==> config.mk <==
export PLATFORM = sky130hd
export DESIGN_NAME = rob_queue
export DESIGN_NICKNAME = d
export VERILOG_FILES = /design/src/rtl/tomasulo_pkg.sv /design/src/rtl/rob_ptr.sv /design/src/rtl/rob_queue.sv
export SDC_FILE = /design/constraint.sdc
export NUM_CORES = 1
export LEC_CHECK = 0
export ABC_AREA = 1
export BUFFER_PORTS_ARGS = -buffer_cell sky130_fd_sc_hd__buf_2
export CORE_UTILIZATION = 50
export DETAILED_ROUTE_END_ITERATION = 7
export GPL_ROUTABILITY_DRIVEN = 0
export GPL_TIMING_DRIVEN = 0
export PLACE_DENSITY_LB_ADDON = 0.25
export SYNTH_ARGS = -nofsm -noshare
export SYNTH_HDL_FRONTEND = slang
export SYNTH_SLANG_ARGS = --single-unit
==> constraint.sdc <==
create_clock -name clk1 -period 4.9 [get_ports clk1]
set_input_delay 1.47 -clock clk1 [delete_from_list [all_inputs] [get_ports clk1]]
set_output_delay 1.47 -clock clk1 [all_outputs]
set_load 0.005 [all_outputs]
==> src/rtl/tomasulo_pkg.sv <==
// Shared Tomasulo definitions: opcodes, reorder-buffer entry status
// and opcode classifiers used by the ROB and its neighbours.
package tomasulo_pkg;

    localparam int FUNC_W = 4;

    localparam logic [FUNC_W-1:0] OP_ADD   = 4'b0000;
    localparam logic [FUNC_W-1:0] OP_SUB   = 4'b0001;
    localparam logic [FUNC_W-1:0] OP_MUL   = 4'b0010;
    localparam logic [FUNC_W-1:0] OP_DIV   = 4'b0011;
    localparam logic [FUNC_W-1:0] OP_LOAD  = 4'b0100;
    localparam logic [FUNC_W-1:0] OP_STORE = 4'b0101;
    localparam logic [FUNC_W-1:0] OP_BEQ   = 4'b0110;
    localparam logic [FUNC_W-1:0] OP_BNEQ  = 4'b0111;

    typedef struct packed {
        logic              busy;
        logic              done;
        logic              mispredict;
        logic [FUNC_W-1:0] func;
    } rob_entry_t;

    function automatic logic is_branch(input logic [FUNC_W-1:0] f);
        return (f == OP_BEQ) || (f == OP_BNEQ);
    endfunction

    function automatic logic is_store(input logic [FUNC_W-1:0] f);
        return f == OP_STORE;
    endfunction

endpackage

==> src/rtl/rob_ptr.sv <==
// Circular ROB pointer: advances by one and wraps modulo DEPTH,
// so non-power-of-two depths work.
module rob_ptr #(
    parameter int DEPTH = 8,
    parameter int TAG_W = $clog2(DEPTH)
) (
    input  logic             clk,
    input  logic             reset,
    input  logic             clear,
    input  logic             advance,
    output logic [TAG_W-1:0] ptr
);

    localparam logic [TAG_W-1:0] LAST = TAG_W'(DEPTH - 1);

    always_ff @(posedge clk) begin
        if (reset || clear) begin
            ptr <= '0;
        end else if (advance) begin
            ptr <= (ptr == LAST) ? '0 : ptr + TAG_W'(1);
        end
    end

endmodule

==> src/rtl/rob_queue.sv <==
// Parametrised reorder buffer: in-order allocate, CDB completion by tag,
// in-order retire. Define ROB_FLUSH_EN to enable mispredict flush.
module rob_queue
    import tomasulo_pkg::*;
#(
    parameter  int DEPTH  = 8,
    parameter  int DATA_W = 16,
    parameter  int REG_W  = 4,
    localparam int TAG_W  = $clog2(DEPTH)
) (
    input  logic              clk1,
    input  logic              reset,
    input  logic              alloc_valid,
    output logic              alloc_ready,
    input  logic [3:0]        alloc_func,
    input  logic [REG_W-1:0]  alloc_rd,
    output logic [TAG_W-1:0]  alloc_tag,
    input  logic              cdb_valid,
    input  logic [TAG_W-1:0]  cdb_tag,
    input  logic [DATA_W-1:0] cdb_data,
    input  logic              cdb_mispredict,
    input  logic [TAG_W-1:0]  lk_tag,
    output logic              lk_done,
    output logic [DATA_W-1:0] lk_data,
    output logic              commit_valid,
    input  logic              commit_ready,
    output logic [TAG_W-1:0]  commit_tag,
    output logic [REG_W-1:0]  commit_rd,
    output logic [DATA_W-1:0] commit_data,
    output logic              commit_wen,
    output logic              commit_is_store,
    output logic              flush,
    output logic [TAG_W:0]    count
);

    localparam logic [TAG_W:0] FULL = (TAG_W+1)'(DEPTH);

    rob_entry_t        ent    [DEPTH];
    logic [REG_W-1:0]  rd_q   [DEPTH];
    logic [DATA_W-1:0] data_q [DEPTH];

    logic [TAG_W-1:0] head;
    logic [TAG_W-1:0] tail;
    logic [TAG_W:0]   cnt;
    rob_entry_t       hd;
    logic             alloc_fire;
    logic             commit_fire;
    logic             cdb_hit;
    logic             lk_hit;
    logic             mp_in;

    assign hd          = ent[head];
    assign commit_valid = hd.busy && hd.done;
    assign commit_fire = commit_valid && commit_ready;

`ifdef ROB_FLUSH_EN
    assign flush = commit_fire && hd.mispredict;
    assign mp_in = cdb_mispredict && is_branch(ent[cdb_tag].func);
`else
    logic unused_mispredict;
    assign flush = 1'b0;
    assign mp_in = 1'b0;
    assign unused_mispredict = cdb_mispredict ^ hd.mispredict;
`endif

    // Readiness looks only at registered occupancy, never at this cycle's commit
    assign alloc_ready = (cnt < FULL) && !flush;
    assign alloc_fire  = alloc_valid && alloc_ready;
    assign alloc_tag   = tail;
    assign count       = cnt;

    assign cdb_hit = cdb_valid && ({1'b0, cdb_tag} < FULL)
                     && ent[cdb_tag].busy;

    assign commit_tag      = commit_valid ? head : '0;
    assign commit_rd       = commit_valid ? rd_q[head] : '0;
    assign commit_data     = commit_valid ? data_q[head] : '0;
    assign commit_is_store = commit_valid && is_store(hd.func);
    assign commit_wen      = commit_valid && !is_store(hd.func)
                             && !is_branch(hd.func);

    assign lk_hit  = ({1'b0, lk_tag} < FULL) && ent[lk_tag].busy
                     && ent[lk_tag].done;
    assign lk_done = lk_hit;
    assign lk_data = lk_hit ? data_q[lk_tag] : '0;

    rob_ptr #(.DEPTH(DEPTH), .TAG_W(TAG_W)) u_head (
        .clk     (clk1),
        .reset   (reset),
        .clear   (flush),
        .advance (commit_fire),
        .ptr     (head)
    );

    rob_ptr #(.DEPTH(DEPTH), .TAG_W(TAG_W)) u_tail (
        .clk     (clk1),
        .reset   (reset),
        .clear   (flush),
        .advance (alloc_fire),
        .ptr     (tail)
    );

    always_ff @(posedge clk1) begin
        if (reset || flush) begin
            cnt <= '0;
        end else begin
            cnt <= cnt + (TAG_W+1)'(alloc_fire)
                       - (TAG_W+1)'(commit_fire);
        end
    end

    // Allocation is applied last so it overrides a same-cycle CDB write
    always_ff @(posedge clk1) begin
        if (reset || flush) begin
            for (int i = 0; i < DEPTH; i++) begin
                ent[i] <= '0;
            end
        end else begin
            if (cdb_hit) begin
                ent[cdb_tag].done       <= 1'b1;
                ent[cdb_tag].mispredict <= mp_in;
            end
            if (commit_fire) begin
                ent[head].busy <= 1'b0;
            end
            if (alloc_fire) begin
                ent[tail].busy       <= 1'b1;
                ent[tail].done       <= 1'b0;
                ent[tail].mispredict <= 1'b0;
                ent[tail].func       <= alloc_func;
            end
        end
    end

    always_ff @(posedge clk1) begin
        if (cdb_hit) begin
            data_q[cdb_tag] <= cdb_data;
        end
        if (alloc_fire) begin
            rd_q[tail] <= alloc_rd;
        end
    end

endmodule

==> results of run 1 <==
-- per-stage QoR --
step                      std cells  util [%]  cell area, um2
final                          1592      58.7           12400
after global placement         1548      55.0           11700
after global routing           1592      58.7           12400
after floorplan                1193         -           10900
after CTS                      1592      58.7           12400
after detailed placement       1548      55.0           11700
-- final timing paths --
kind / depth (start not counted) / start / end
setup / recovery: 10 / lk_tag[0] / lk_data[15]
hold / removal: 2 / ent[2][4] / ent[2][4]
setup reg to reg: 12 / flop / count[2]
hold reg to reg: 2 / ent[2][4] / ent[2][4]
-- registers in the layout, summed over array words and instances (netlist names), named ones only --
signal / flops
u_tail.ptr: 3
data_q: 128
count: 4
u_head.ptr: 3
rd_q: 32
ent: 48
-- logic make-up after synthesis --
kind of cell	share of synthesized area [%]
compound gates	15.1
xor+xnor	0.160
fa+ha+maj	0.985
buf+inv	8.25
flops	58.1
mux	0.367
other cells	0.0343
simple gates	17.0
-- cells in the mapped netlist --
library cell  instances  area [um2]
nand2_1             216         811
edfxtp_1            192        5770
nor2_1              177         664
a21oi_1             127         636
inv_1               113         424
o21ai_1              95         475
o21ai_0              46         230
nand3_1              35         175
dfxtp_1              29         581
a21oi_2              28         245
buf_2                18        90.1
buf_4                17         128
clkbuf_1             15        56.3
nor3_1               13        65.1
buf_6                12         135
a22oi_1               8        60.1
ha_1                  7        87.6
inv_2                 7        26.3
buf_1                 6        22.5
nand4_1               5        31.3
mux2i_1               4        40.0
nand2_2               4        25.0
nand3b_1              4        30.0
nand3_2               3        30.0
clkinv_1              2        7.51
or2_2                 2        12.5
xor2_1                2        17.5
and3_1                1        6.26
clkbuf_2              1        5.00
conb_1                1        3.75
fa_1                  1        20.0
inv_4                 1        6.26
nor2_2                1        6.26
-- power by group --
part / leakage [nW] / internal (mW) / switching [mW] / total [mW]
Clock: 0.386 / 1.07 / 0.722 / 1.80
Combinational: 2.81 / 0.295 / 0.595 / 0.891
Sequential: 2.01 / 2.11 / 0.0410 / 2.16
Total: 5.20 / 3.48 / 1.36 / 4.84
-- worst max-delay path, stage by stage --
cell and delay (ns):
buf_2 0.16, inv_2 0.11, clkbuf_1 0.51, nor2_1 0.08
a21oi_1 0.16, o21ai_1 0.08, nand2_1 0.08, nand2_1 0.05
nor2_1 0.19, buf_2 0.16
-- layout make-up --
type | instances | share of cell area (%)
Sequential cell | 221 | 51.0
Multi-Input combinational cell | 780 | 29.5
Clock buffer | 33 | 5.43
Inverter | 123 | 3.73
Buffer | 69 | 3.51
Timing Repair Buffer | 80 | 3.22
Tap cell | 275 | 2.76
Clock inverter | 11 | 0.884
-- metal layers --
metal	track usage [%]	up-vias	wire length (um)
met5	0	-	0
met4	11.5	0	1020
met3	3.96	74	2860
met2	44.4	496	14500
met1	38.9	4278	12900
li1	-	4230	-
==> impl_metrics.tcl, run 1 <==
set metrics [dict create \
    cts_tree "built" \
    grt_max_degree 17 \
    p_leak_nw 5.20 \
    post-cts-setup-buffers 0 \
    outcome "finished clean" \
    first_global_vias 8400 \
    fin_nets 1344 \
    hpwl_um 20800 \
    syn-num-nets 1237 \
    start_util_pct 51.5 \
    post-place-ws_ns 0.432 \
    synth-seq-cells 221 \
    final_min_period_over_clock_period_pct 92.4 \
    io_pins 88 \
    via_per_inst 5.70 \
    die_width_um 150 \
    ant_nets 0 \
    final_cell_mix "nand2_1 (216), edfxtp_1 (192), nor2_1 (177), a21oi_1 (127), inv_1 (113)" \
    grt.overflow.total 0 \
    mostFrequentLayoutCell "nand2_1" \
    drive_gt1_share_pct 15.8 \
    die_y_um 150 \
    wl_um 31300 \
    totalPowerFinal_mw 4.84 \
    startpoint_type "input port" \
    reg2reg_slack_ns 2.48 \
    period_minus_slack_ns 4.53 \
    peakVddDrop_v 0.000232 \
    cp_max_fo 10 \
    drc 0 \
    maxCapViolations 0 \
    area_growth_syn_to_layout_pct 14.0 \
    holdWs_ns 0.451 \
    clk_latency_ns 0.52 \
    first_pass_iters 8 \
    port_buffers 80 \
    vias 9078 \
    multi_input_area_mm2 0.00367 \
    clock_skew_ns 0.0106 \
    ys_seq_area_share_pct 58.1 \
    synthCells 1193 \
    htreeDepth 1 \
    tightest_slew_ns 0.975 \
    core_area_mm2 0.0212 \
    synth_cell_types 33 \
    critPathArrivalTime_ns 3.06 \
    hold_buffers 0 \
    num_antenna_cells 0 \
    powerDensity_mw_per_mm2 389 \
    synth.cell_area_mm2 0.0109 \
    register_area_mm2 0.00635 \
    cts.path.max_buffers 3 \
    slew_viol_final 0 \
    syn_avg_cell_area_um2 9.15 \
    wl_per_cell_um 19.7 \
    setup_viol 0 \
    rows 53 \
    antenna_found_initial 0 \
    cp.required_ns 3.43 \
    setup_slack_ns 0.374 \
    cts_buffers 25 \
    critPathKind "in -> out" \
    critPathCaptureType "output port" \
    die_area_mm2 0.0224 \
    gr-usage-all-layers_pct 28.1 \
    setup_tns_ns 0 \
    min_path_type "reg -> reg" \
    clock.fmax_mhz 221 \
    slew_headroom_pct 34.9 \
    cts_root_buf "clkbuf_16" \
    grt_pass1_wl_um 46400 \
    fillCellCount 1832 \
    ctsResizeCount 0 \
    clkSinkCount 221 \
    rsz0062_at_grt "no" \
    clk_pin_slew_ns 0.06 \
    drt_iter0_markers 995 \
    yosysWarnings 0 \
    hold_violations 0 \
]
No activity file was read; power rests on OpenSTA's default activity.
==> inputs of run 2 (changes only) <==
--- a/config.mk
+++ b/config.mk
@@ -6,9 +6,9 @@
 export NUM_CORES = 1
 export LEC_CHECK = 0
 export ABC_AREA = 1
-export BUFFER_PORTS_ARGS = -buffer_cell sky130_fd_sc_hd__buf_2
 export CORE_UTILIZATION = 50
 export DETAILED_ROUTE_END_ITERATION = 7
+export DONT_BUFFER_PORTS = 1
 export GPL_ROUTABILITY_DRIVEN = 0
 export GPL_TIMING_DRIVEN = 0
 export PLACE_DENSITY_LB_ADDON = 0.25
==> run 2 against run 1 <==
  * Via count down 4.4%
  * Register-to-register slack worse by 0.03 ns
  * Die area unchanged
  * Sequential share of layout area up 1.6 points
  * Combinational power down 10%
  * Critical path depth down 4
  * Sequential cell count unchanged
  * Clock-buffer cell count down 9
  * Hold slack worse by 0.0021 ns
  * Design area down 3.0%
==> impl_metrics.tcl, run 2 (same netlist as run 1, synthesis figures left out) <==
set metrics [dict create \
    outcome "finished clean" \
    first_global_vias 8131 \
    r2r_cells 12 \
    gr-usage-all-layers_pct 27.6 \
    cts_tree "built" \
    clock.fmax_mhz 232 \
    mostFrequentLayoutCell "nand2_1" \
    fin_nets 1263 \
    period_minus_slack_ns 4.31 \
    rsz0062_at_grt "no" \
    core_area_mm2 0.0212 \
    slew_headroom_pct 34.4 \
    drt_iter0_markers 1054 \
    hold_buffers 0 \
    reg2reg_slack_ns 2.45 \
    holdPathStages 2 \
    final_min_period_over_clock_period_pct 87.9 \
    hp-start "ent[0][4]" \
    rows 53 \
    via_per_inst 5.74 \
    die_width_um 150 \
    critPathArrivalTime_ns 2.84 \
    top_regs "data_q: 128 flops, ent: 48 flops, rd_q: 32 flops" \
    clk_pin_slew_ns 0.06 \
    clk_latency_ns 0.52 \
    post-cts-setup-buffers 0 \
    first_pass_iters 5 \
    slew_viol_final 0 \
    cts_buffers 24 \
    largest_reg_flops 128 \
    hold_violations 0 \
    top_register "data_q" \
    setup_tns_ns 0 \
    cts_root_buf "clkbuf_16" \
    start_util_pct 51.5 \
    htreeDepth 1 \
    clock_skew_ns 0.0117 \
    clkSinkCount 221 \
    port_buffers 0 \
    grt_max_degree 17 \
    grt.overflow.total 0 \
    drc 0 \
    tightest_slew_ns 0.983 \
    die_y_um 150 \
    maxCapViolations 0 \
    setup_viol 0 \
    ant_nets 0 \
    peakVddDrop_v 0.000214 \
    wl_um 30600 \
    final_core_util_pct 56.9 \
    die_area_mm2 0.0224 \
    p_leak_nw 4.83 \
    wl_per_cell_um 20.2 \
    grt_pass1_wl_um 46100 \
    cp_max_fo 10 \
    critPathKind "in -> out" \
    ctsResizeCount 0 \
    r2r_end "count[2]" \
    antenna_found_initial 0 \
    cts.path.max_buffers 3 \
    setup_slack_ns 0.592 \
    vias 8679 \
    area_growth_syn_to_layout_pct 10.6 \
    drive_gt1_share_pct 10.9 \
    min_to "ent[0][4]" \
    min_path_type "reg -> reg" \
    post-place-ws_ns 0.629 \
    totalPowerFinal_mw 4.80 \
    final_cell_mix "nand2_1 (216), edfxtp_1 (192), nor2_1 (177), a21oi_1 (127), inv_1 (113)" \
    hpwl_um 20800 \
    powerDensity_mw_per_mm2 398 \
    cp.required_ns 3.43 \
    startpoint_type "input port" \
    critPathCaptureType "output port" \
    io_pins 88 \
]
-- run 2: changes by cell type in the layout (fill, tap and decap cells not counted) --
cell,change
diode_2,+1
clkinv_8,+1
clkinv_4,+3
clkbuf_1,-6
clkbuf_8,-2
clkbuf_16,-1
buf_2,-80
clkinvlp_4,+3
bufinv_16,+1
clkinv_1,-1
clkinv_2,+2
-- run 2: area by class of cell --
cell class	count	area [um2]
plain buffers	69	437
well taps	275	344
flip-flops and latches	221	6350
clock buffers	24	601
clock inverters	20	211
diodes	1	2.50
inverters	123	464
fillers	1841	9140
multi-input cells	780	3670
-- run 2: worst max path at each step --
stage | start | end | cells after the start
6_report | lk_tag[2] | lk_data[13] | 6
5_1_grt | lk_tag[2] | lk_data[12] | 6
4_1_cts | lk_tag[2] | lk_data[10] | 6
3_5_place_dp | lk_tag[2] | lk_data[10] | 6
3_3_place_gp | lk_tag[2] | lk_data[14] | 6
2_1_floorplan | lk_tag[2] | lk_data[10] | 6
-- run 2: worst max-delay path, stage by stage --
cell and delay (ns):
buf_2 0.24, clkinv_1 0.35, clkbuf_1 0.38, nand2_1 0.19, nand2_1 0.08, nor2_1 0.12
-- run 2: power breakdown --
part / total (mW) / internal, mW / switching, mW / leakage, nW
clock: 1.84 / 1.07 / 0.772 / 0.393
combinational: 0.802 / 0.249 / 0.553 / 2.43
sequential: 2.16 / 2.11 / 0.0449 / 2.01
-- run 2: through the flow --
step                      hold slack (ns)  cells  area [um2]
after floorplan                     0.430   1193       10900
after global placement              0.437   1468       11300
after detailed placement            0.441   1468       11300
after CTS                           0.450   1512       12100
after global routing                0.474   1512       12100
final                               0.449   1513       12100
-- run 2: routing by layer --
metal	share of wire [%]	GRT usage [%]	wire length, um
met5	0	0	0
met4	2.7	9.49	815
met3	9.3	4.85	2850
met2	45	43.1	13900
met1	43	39.0	13100
